<file path="src/rtl/tt_vpu_ovi_pkg.sv">
// Shared defaults and types for the OVI issue/completion controller.
package tt_vpu_ovi_pkg;

  // Default scoreboard-ID width used on the OVI completion interface.
  localparam int SBID_W_DEFAULT = 5;

  // Issue-FIFO depth, which is also the initial credit count held by the core.
  localparam int OVI_CREDITS_DEFAULT = 4;

  typedef logic [SBID_W_DEFAULT-1:0] sb_id_t;

endpackage : tt_vpu_ovi_pkg

</file>
<file path="src/rtl/tt_vpu_sbid_queue.sv">
// In-order synchronous queue of scoreboard IDs with push/pop/full/empty/count.
// A push while full is accepted only if a pop frees a slot in the same cycle.
// The head entry is presented combinationally from the storage array.
module tt_vpu_sbid_queue #(
  parameter int DEPTH = 8,
  parameter int W     = 5
) (
  input  logic                       clk,
  input  logic                       reset_n,
  input  logic                       i_push,
  input  logic [W-1:0]               i_push_data,
  input  logic                       i_pop,
  output logic [W-1:0]               o_head,
  output logic                       o_full,
  output logic                       o_empty,
  output logic [$clog2(DEPTH+1)-1:0] o_count
);

  localparam int PW = (DEPTH > 1) ? $clog2(DEPTH) : 1;
  localparam int CW = $clog2(DEPTH+1);

  logic [W-1:0]  r_mem [DEPTH];
  logic [PW-1:0] r_wr_ptr;
  logic [PW-1:0] r_rd_ptr;
  logic [CW-1:0] r_count;
  logic          w_do_push;
  logic          w_do_pop;

  assign o_full    = (r_count == CW'(DEPTH));
  assign o_empty   = (r_count == '0);
  assign w_do_pop  = i_pop && !o_empty;
  assign w_do_push = i_push && (!o_full || w_do_pop);
  assign o_head    = r_mem[r_rd_ptr];
  assign o_count   = r_count;

  // Storage write; contents need no reset since occupancy gates every read.
  always_ff @(posedge clk) begin
    if (w_do_push) begin
      r_mem[r_wr_ptr] <= i_push_data;
    end
  end

  // Pointers wrap naturally (DEPTH is a power of two); count tracks occupancy.
  always_ff @(posedge clk) begin
    if (!reset_n) begin
      r_wr_ptr <= '0;
      r_rd_ptr <= '0;
      r_count  <= '0;
    end else begin
      if (w_do_push) r_wr_ptr <= r_wr_ptr + PW'(1);
      if (w_do_pop)  r_rd_ptr <= r_rd_ptr + PW'(1);
      case ({w_do_push, w_do_pop})
        2'b10:   r_count <= r_count + CW'(1);
        2'b01:   r_count <= r_count - CW'(1);
        default: r_count <= r_count;
      endcase
    end
  end

endmodule : tt_vpu_sbid_queue

</file>
<file path="src/rtl/tt_vpu_ovi_issue_ctrl.sv">
// OVI issue/completion controller: returns issue credits as FIFO entries
// leave, tags pipeline commits with in-order sb_ids, throttles pipeline
// reads when the in-flight tracker is full, and records protocol errors.
module tt_vpu_ovi_issue_ctrl
  import tt_vpu_ovi_pkg::*;
#(
  parameter int CREDITS  = OVI_CREDITS_DEFAULT,
  parameter int INFLIGHT = 8,
  parameter int SBID_W   = SBID_W_DEFAULT
) (
  input  logic                          clk,
  input  logic                          reset_n,
  input  logic                          issue_valid,
  output logic                          issue_credit,
  input  logic                          fifo_pop,
  input  logic [SBID_W-1:0]             fifo_pop_sb_id,
  input  logic                          fifo_drop,
  output logic                          pipe_ready,
  input  logic                          commit_valid,
  output logic                          completed_valid,
  output logic [SBID_W-1:0]             completed_sb_id,
  output logic [$clog2(INFLIGHT+1)-1:0] inflight_cnt,
  output logic                          err_overflow,
  output logic                          err_underflow
);

  localparam int OW = $clog2(CREDITS+1);
  localparam int CW = $clog2(INFLIGHT+1);

  logic [OW-1:0]     r_fifo_occ;
  logic [OW-1:0]     r_pend_credits;
  logic              r_err_overflow;
  logic              r_err_underflow;
  logic              r_completed_valid;
  logic [SBID_W-1:0] r_completed_sb_id;

  logic [OW:0]       w_occ_up;
  logic [OW:0]       w_release;
  logic [OW:0]       w_pend_sum;
  logic [OW-1:0]     w_occ_next;
  logic [OW-1:0]     w_pend_next;
  logic              w_credit;
  logic [SBID_W-1:0] w_q_head;
  logic              w_q_full;
  logic              w_q_empty;
  logic [CW-1:0]     w_q_count;

  tt_vpu_sbid_queue #(
    .DEPTH (INFLIGHT),
    .W     (SBID_W)
  ) u_sbid_queue (
    .clk         (clk),
    .reset_n     (reset_n),
    .i_push      (fifo_pop),
    .i_push_data (fifo_pop_sb_id),
    .i_pop       (commit_valid),
    .o_head      (w_q_head),
    .o_full      (w_q_full),
    .o_empty     (w_q_empty),
    .o_count     (w_q_count)
  );

  // One credit per cycle leaves the pending pool as soon as it is non-zero.
  assign w_credit = (r_pend_credits != '0);

  // Next FIFO occupancy and pending-credit count, both saturating.
  always_comb begin
    w_occ_up    = {1'b0, r_fifo_occ} + (OW+1)'(issue_valid);
    w_release   = (OW+1)'(fifo_pop) + (OW+1)'(fifo_drop);
    w_occ_next  = '0;
    w_pend_sum  = {1'b0, r_pend_credits} + w_release - (OW+1)'(w_credit);
    w_pend_next = '0;
    // An issue into a full FIFO is lost; occupancy cannot exceed CREDITS.
    if (w_occ_up > (OW+1)'(CREDITS)) begin
      w_occ_up = (OW+1)'(CREDITS);
    end
    // Pop/drop from an empty FIFO is a caller error; hold at zero.
    if (w_occ_up >= w_release) begin
      w_occ_next = OW'(w_occ_up - w_release);
    end
    if (w_pend_sum > (OW+1)'(CREDITS)) begin
      w_pend_next = OW'(CREDITS);
    end else begin
      w_pend_next = OW'(w_pend_sum);
    end
  end

  // Counters, sticky error flags and the registered completion strobe.
  always_ff @(posedge clk) begin
    if (!reset_n) begin
      r_fifo_occ        <= '0;
      r_pend_credits    <= '0;
      r_err_overflow    <= 1'b0;
      r_err_underflow   <= 1'b0;
      r_completed_valid <= 1'b0;
      r_completed_sb_id <= '0;
    end else begin
      r_fifo_occ     <= w_occ_next;
      r_pend_credits <= w_pend_next;
      if (issue_valid && (r_fifo_occ == OW'(CREDITS))) begin
        r_err_overflow <= 1'b1;
      end
      if (commit_valid && w_q_empty) begin
        r_err_underflow <= 1'b1;
      end
      r_completed_valid <= commit_valid && !w_q_empty;
      if (commit_valid && !w_q_empty) begin
        r_completed_sb_id <= w_q_head;
      end
    end
  end

  assign issue_credit    = w_credit;
  assign pipe_ready      = (w_q_count < CW'(INFLIGHT));
  assign completed_valid = r_completed_valid;
  assign completed_sb_id = r_completed_sb_id;
  assign inflight_cnt    = w_q_count;
  assign err_overflow    = r_err_overflow;
  assign err_underflow   = r_err_underflow;

  // The pipeline must honour pipe_ready; a pop into a full tracker is dropped.
  a_no_pop_when_full: assert property (@(posedge clk) disable iff (!reset_n)
    !(fifo_pop && w_q_full && !commit_valid));

endmodule : tt_vpu_ovi_issue_ctrl

</file>
<file path="config.mk">
export PLATFORM = sky130hd
export DESIGN_NAME = tt_vpu_ovi_issue_ctrl
export DESIGN_NICKNAME = d
export VERILOG_FILES = /design/src/rtl/tt_vpu_ovi_pkg.sv /design/src/rtl/tt_vpu_sbid_queue.sv /design/src/rtl/tt_vpu_ovi_issue_ctrl.sv
export SDC_FILE = /design/constraint.sdc
export NUM_CORES = 1
export LEC_CHECK = 0
export ABC_AREA = 1
export ABC_CLOCK_PERIOD_IN_PS = 4200
export CAP_MARGIN = 5
export CORE_AREA = 2 2 69 84
export DETAILED_ROUTE_END_ITERATION = 6
export DIE_AREA = 0 0 71 86
export GPL_TIMING_DRIVEN = 0
export PLACE_DENSITY = 0.87
export RECOVER_POWER = 100
export SYNTH_ARGS = -nofsm -noshare
export SYNTH_HDL_FRONTEND = slang
export SYNTH_HIERARCHICAL = 1
export SYNTH_SLANG_ARGS = --single-unit
</file>
<file path="constraint.sdc">
create_clock -name clk -period 4.2 [get_ports clk]
set_clock_uncertainty 0.05 [all_clocks]
set_input_delay 0.84 -clock clk [delete_from_list [all_inputs] [get_ports clk]]
set_output_delay 0.84 -clock clk [all_outputs]
set_load 0.02 [all_outputs]
</file>
Word-level counts from Yosys, hierarchy flattened
Memory sizes are Yosys's and may differ from the RTL's. A register that Yosys moved wholly into a read port is not among the register bits.
Cells that the tools add are included.

storage, ports and cells
  input bits = 11
  memories = 1
  flip-flop bits (word level) = 19
  bits in writable memories = 40
  logic and storage cells = 46
  output and inout bits = 14

cells by class
  add/sub/neg operators = 9
  magnitude comparators = 4
  equal/unequal tests = 4
  reduce and logical (&&, ||, !) cells = 13
  bitwise logic cells = 1
  mux-type cells = 5

memory list
  memory              depth  width  read ports  clocked after memory_dff  write ports  RTL line                 text
  u_sbid_queue.r_mem  8      5      1           1                         1            tt_vpu_sbid_queue.sv:22  logic [W-1:0] r_mem [DEPTH];

operators with widths
  kind                                                                  count
  4-bit by 3-bit > comparator with 1-bit output, second input constant  2
  4-bit case mux with 2 select lines                                    1
  3-bit by 1-bit adder with 3-bit output, second input constant         2
  3-bit by 1-bit adder with 4-bit output                                1
  3-bit by 2-bit adder with 4-bit output                                1
  4-bit by 1-bit adder with 4-bit output, second input constant         1
  4-bit == test, second input constant                                  1
  4-bit by 2-bit greater-or-equal comparator with 1-bit output          1
  1-bit logical AND                                                     4
  4-bit logical NOT                                                     1
  4-bit < comparator, second input constant                             1
  4-bit 2-to-1 mux                                                      1
  4-bit by 1-bit subtractor with 4-bit output                           1
  4-bit by 1-bit subtractor with 4-bit output, second input constant    1
  3-bit == test, second input constant                                  1
  1-bit logical NOT                                                     3
  3-bit 2-to-1 mux                                                      1
  3-bit nonzero test                                                    1
  3-bit by 2-bit subtractor with 3-bit output                           1
  1-bit by 1-bit adder with 2-bit output                                1
  2-bit by 1-bit == test with 1-bit output, second input constant       1
  2-bit == test, second input constant                                  1
  1-bit 2-to-1 mux                                                      2
  2-bit AND reduction                                                   1
  other kinds (4)                                                       4

Depth between registers and ports, before layout
  depth after elaboration = 7
  mapped depth = 13
  gate-level depth less buffers = 13

By module
Netlist, hierarchy kept.

modules (own cells, without submodules)
  module                 area an instance (sq um)  seq. area each (sq um)  times used  cells each
  tt_vpu_sbid_queue      2257.2                    1461.4                  1           197
  tt_vpu_ovi_issue_ctrl  772.0                     280.3                   1           103

Least setup slack after synthesis
Ideal clock, no wire load.

  kind = in2reg
  start point = in fifo_pop
  end point = reg r_pend_credits[0]
  setup slack = 1.630 ns
  required time = 4.072 ns
  cell stages on the path = 11
  arrival time = 2.442 ns
  setup time = 0.078 ns
  path buffers = 0
  path through = ha_1 -> inv_1 -> ha_1 -> inv_1 -> ha_1 -> inv_1 -> fa_1 -> nand2_1 -> nand3_1 -> nand2_1 -> nor3_1

between the ends
  longest elaborated chain between the ends = 5

ends and longest elaborated chain
  item                                             RTL line                     text
  start, declared                                  tt_vpu_ovi_issue_ctrl.sv:15  input logic fifo_pop,
  1-bit by 1-bit adder with 2-bit output (*)       tt_vpu_ovi_issue_ctrl.sv:69  w_release = (OW+1)'(fifo_pop) + (OW+1)'(fifo_drop);
  3-bit by 2-bit adder with 4-bit output (*)       tt_vpu_ovi_issue_ctrl.sv:71  w_pend_sum = {1'b0, r_pend_credits} + w_release - (OW+1)'(w_credit);
  4-bit by 1-bit subtractor with 4-bit output (*)  tt_vpu_ovi_issue_ctrl.sv:71
  4-bit by 3-bit > comparator with 1-bit output    tt_vpu_ovi_issue_ctrl.sv:81  if (w_pend_sum > (OW+1)'(CREDITS)) begin
  2-bit OR reduction (no source line)              --
  end signal, assigned                             tt_vpu_ovi_issue_ctrl.sv:99  r_pend_credits <= w_pend_next;
  end, declared                                    tt_vpu_ovi_issue_ctrl.sv:31  logic [OW-1:0] r_pend_credits;

Mark *: on every way between the ends. The rest lies on a longest branch, timed or not.
A chain may end at the register's enable or synchronous reset.

Worst setup path in the final report
  start point = in fifo_pop
  end point = reg r_pend_credits[1]

The elaborated chain is that of the path after synthesis.

==> impl.org <==
** Power and ir drop
- Overall power of the completed layout :: 2.259 mW
- For this design the static power due to leakage is 1.458 nW.
- Maximum vdd ir drop :: 413.4 uV
- Power density cells :: between 600 and 700 mW/mm^2

** STA
- Summed over all failing endpoints, the final setup total negative slack is 0 ns.
- Final-report setup violation count :: 0
- The clock period could shrink to 3.106 ns.
- Portion of the clock cycle consumed by the worst path in the final layout :: between 70% and 80%
- Worst Max-Slew Pin Slew :: 0.5663 ns
- Timing-limited maximum frequency :: about 320 MHz
- Final hold slack :: roughly 0.42 ns
- The final hold violation count is 0.
- Pins over their slew limit :: 0
- Setup repair after global routing left no endpoint under its margin.
- Measured against its own limit, the worst slew margin works out to between 60% and 70%.

** Cells and area
- Summing all non-filler instances in the final layout gives an area of 0.003495 sq mm.
- Leaving out fill and tap cells, the most frequent cell in the layout is sky130_fd_sc_hd__nand2_1.
- In the final design database the tool counted around 360 nets.
- In the layout the commonest cells are sky130_fd_sc_hd__nand2_1 (47), sky130_fd_sc_hd__nor2_1 (42), sky130_fd_sc_hd__edfxtp_1 (40).
- Once layout is complete, the cells apart from fillers number 401.
- In the final layout, the share of cells above drive strength 1 is roughly 7.7%.
- 0 antenna diodes ended up in the layout.
- From synthesis to final layout, the design area changed by 15.51%.

** Status
- Outcome :: complete, no violations

** Global routing
- After global routing the overflow that remains totals 0.
- Global routing usage summed across all routing layers :: a little over 20%
- The first global-routing pass estimated 9549 um of wire.
- Antenna violations before repair :: 0
- Via count of the first global-routing pass :: approximately 2100
- Entering global routing, the biggest net connects 18 pins.

** Critical path
- For the worst setup path, the data arrival time is 3.32 ns.
- The setup path with the least slack is of type in -> reg.
- Critical path endpoint category :: register
- Worst R2R Path Depth :: 9
- In this run the worst path has a maximum fanout of 4.
- CP endpoint :: r_pend_credits[1]
- The worst register-to-register path ends at u_sbid_queue/o_count[3].
- Data required time of the worst path :: 4.41 ns
- Worst setup SP type :: primary input
- The startpoint identified for the worst register-to-register timing path is u_sbid_queue/o_count[0].
- The critical path starts at fifo_pop.
- For flop-to-flop paths, the worst setup slack is 2.12 ns.

** Placement
- Dpl hpwl :: 3979 um
- Number of placed instances with taps included :: just under 400
- In this run the cell area measured after placement is 0.003343 sq mm.
- Final GP Congestion :: 0.8318
- During placement, the flow inserted port buffers numbering 24.

** Worst hold path
- The min-delay analysis places its worst path in the category reg -> reg.

** Detailed routing
- Starting DRC count in detailed routing :: 160
- Mean routed wirelength per cell :: between 10 and 15 um
- The first detailed-routing pass took 4 iterations.
- Remaining antenna violation count :: 0
- Number of design rule violations left after detail routing :: 0
- Vias per cell :: approximately 5.4
- Total via count after detailed routing :: ~2100
- Wires add up to 5639 um.

** CTS
- For the worst-skew pair, the clock arrives at the later sink with an insertion delay of 0.34 ns.
- Clock tree synthesis inserted a total of 9 buffers.
- Cell at the root of the clock tree :: sky130_fd_sc_hd__clkbuf_8
- Register clock-pin slew on the reported worst setup and hold paths :: 0.06 ns
- Clock tree from TritonCTS :: built
- The longest clock path from root to sink contains 2 buffers.
- Deepest level of the CTS H-tree :: 3
- Hold repair after CTS inserted 0 buffers.
- Post-CTS Resized :: 0
- Post-CTS setup-driven buffer insertion count :: 0
- The clock drives 67 sinks.

** Yosys
- In the synthesized netlist, the number of instances is 299.
- Counting every net in the synthesized netlist gives roughly 330.
- The Yosys step of the flow raised 6 warnings.
- Average cell area after synthesis :: 10.12 sq um
- The cell area that synthesis handed to floorplanning was 0.003025 sq mm.

** Die
- Area of the core :: 0.005261 sq mm
- Area of the die :: 0.006106 sq mm
- In this run the count of I/O pins placed on the die edge is 25.
- Number of rows created at floorplan :: 29
- From bottom edge to top edge, the die measures 86 um.
- Initial cell density of the core :: 57.50%
- The die is 71 um wide.

** Job
- Max-cap violations in this run came to 0.
==> power by group <==
group          leakage [nW]  switching [mW]  total [mW]  internal, mW
Combinational         0.791           0.570       0.931         0.362
Sequential            0.586          0.0769       0.878         0.802
Clock                0.0811           0.221       0.449         0.228
Total                  1.46           0.868        2.26          1.39
==> how the worst min path moves through the flow <==
stage | cells past startpoint | to | from
after global placement | 2 | register | u_sbid_queue/r_rd_ptr[2]
final | 2 | u_sbid_queue/r_rd_ptr[2] | u_sbid_queue/r_rd_ptr[2]
after detailed placement | 2 | err_overflow | err_overflow
after CTS | 2 | register | u_sbid_queue/r_rd_ptr[2]
after global routing | 2 | err_overflow | err_overflow
after floorplan | 2 | register | u_sbid_queue/r_rd_ptr[2]
==> final cells by class <==
class,count,area [sq um]
tap,62,77.57
fill,390,1767
inverter,39,146.4
clock inverter,3,16.27
buffer,4,17.52
multi-input combinational,189,1106
sequential,67,1742
timing repair buffer,24,240.2
clock buffer,13,148.9
==> state kept, by name (all words and copies together), names as in the netlist, named ones only <==
register               flops
completed_sb_id            5
completed_valid            1
err_overflow               1
err_underflow              1
r_fifo_occ                 3
r_pend_credits             3
u_sbid_queue/o_count       4
u_sbid_queue/r_mem        40
u_sbid_queue/r_rd_ptr      3
u_sbid_queue/r_wr_ptr      3
==> worst max-delay path, stage by stage <==
cell                            delay, ns
sky130_fd_sc_hd__dlygate4sd3_1       0.63
sky130_fd_sc_hd__ha_1                0.35
sky130_fd_sc_hd__inv_1               0.05
sky130_fd_sc_hd__ha_1                0.28
sky130_fd_sc_hd__inv_1               0.06
sky130_fd_sc_hd__ha_1                0.18
sky130_fd_sc_hd__inv_1               0.06
sky130_fd_sc_hd__fa_1                0.52
sky130_fd_sc_hd__nand2_1             0.06
sky130_fd_sc_hd__nand3_1             0.06
sky130_fd_sc_hd__nand2_1             0.06
sky130_fd_sc_hd__nor3_1              0.18
==> through the flow <==
step,util (%),setup slack (ns)
6_report,66.42,1.094
5_1_grt,66.42,0.9297
4_1_cts,66.68,1.170
3_5_place_dp,63.54,0.8520
3_3_place_gp,63.54,0.8773
2_1_floorplan,-,1.630
==> routing by layer <==
metal	global-route usage, %	wire length (um)	part of all wire, %
met1	24.28	2368	42
met2	35.17	2896	51
met3	5.288	251	4.5
met4	10.81	122	2.2
met5	0	0	0
Note: power is estimated with default switching activity, not from simulation.
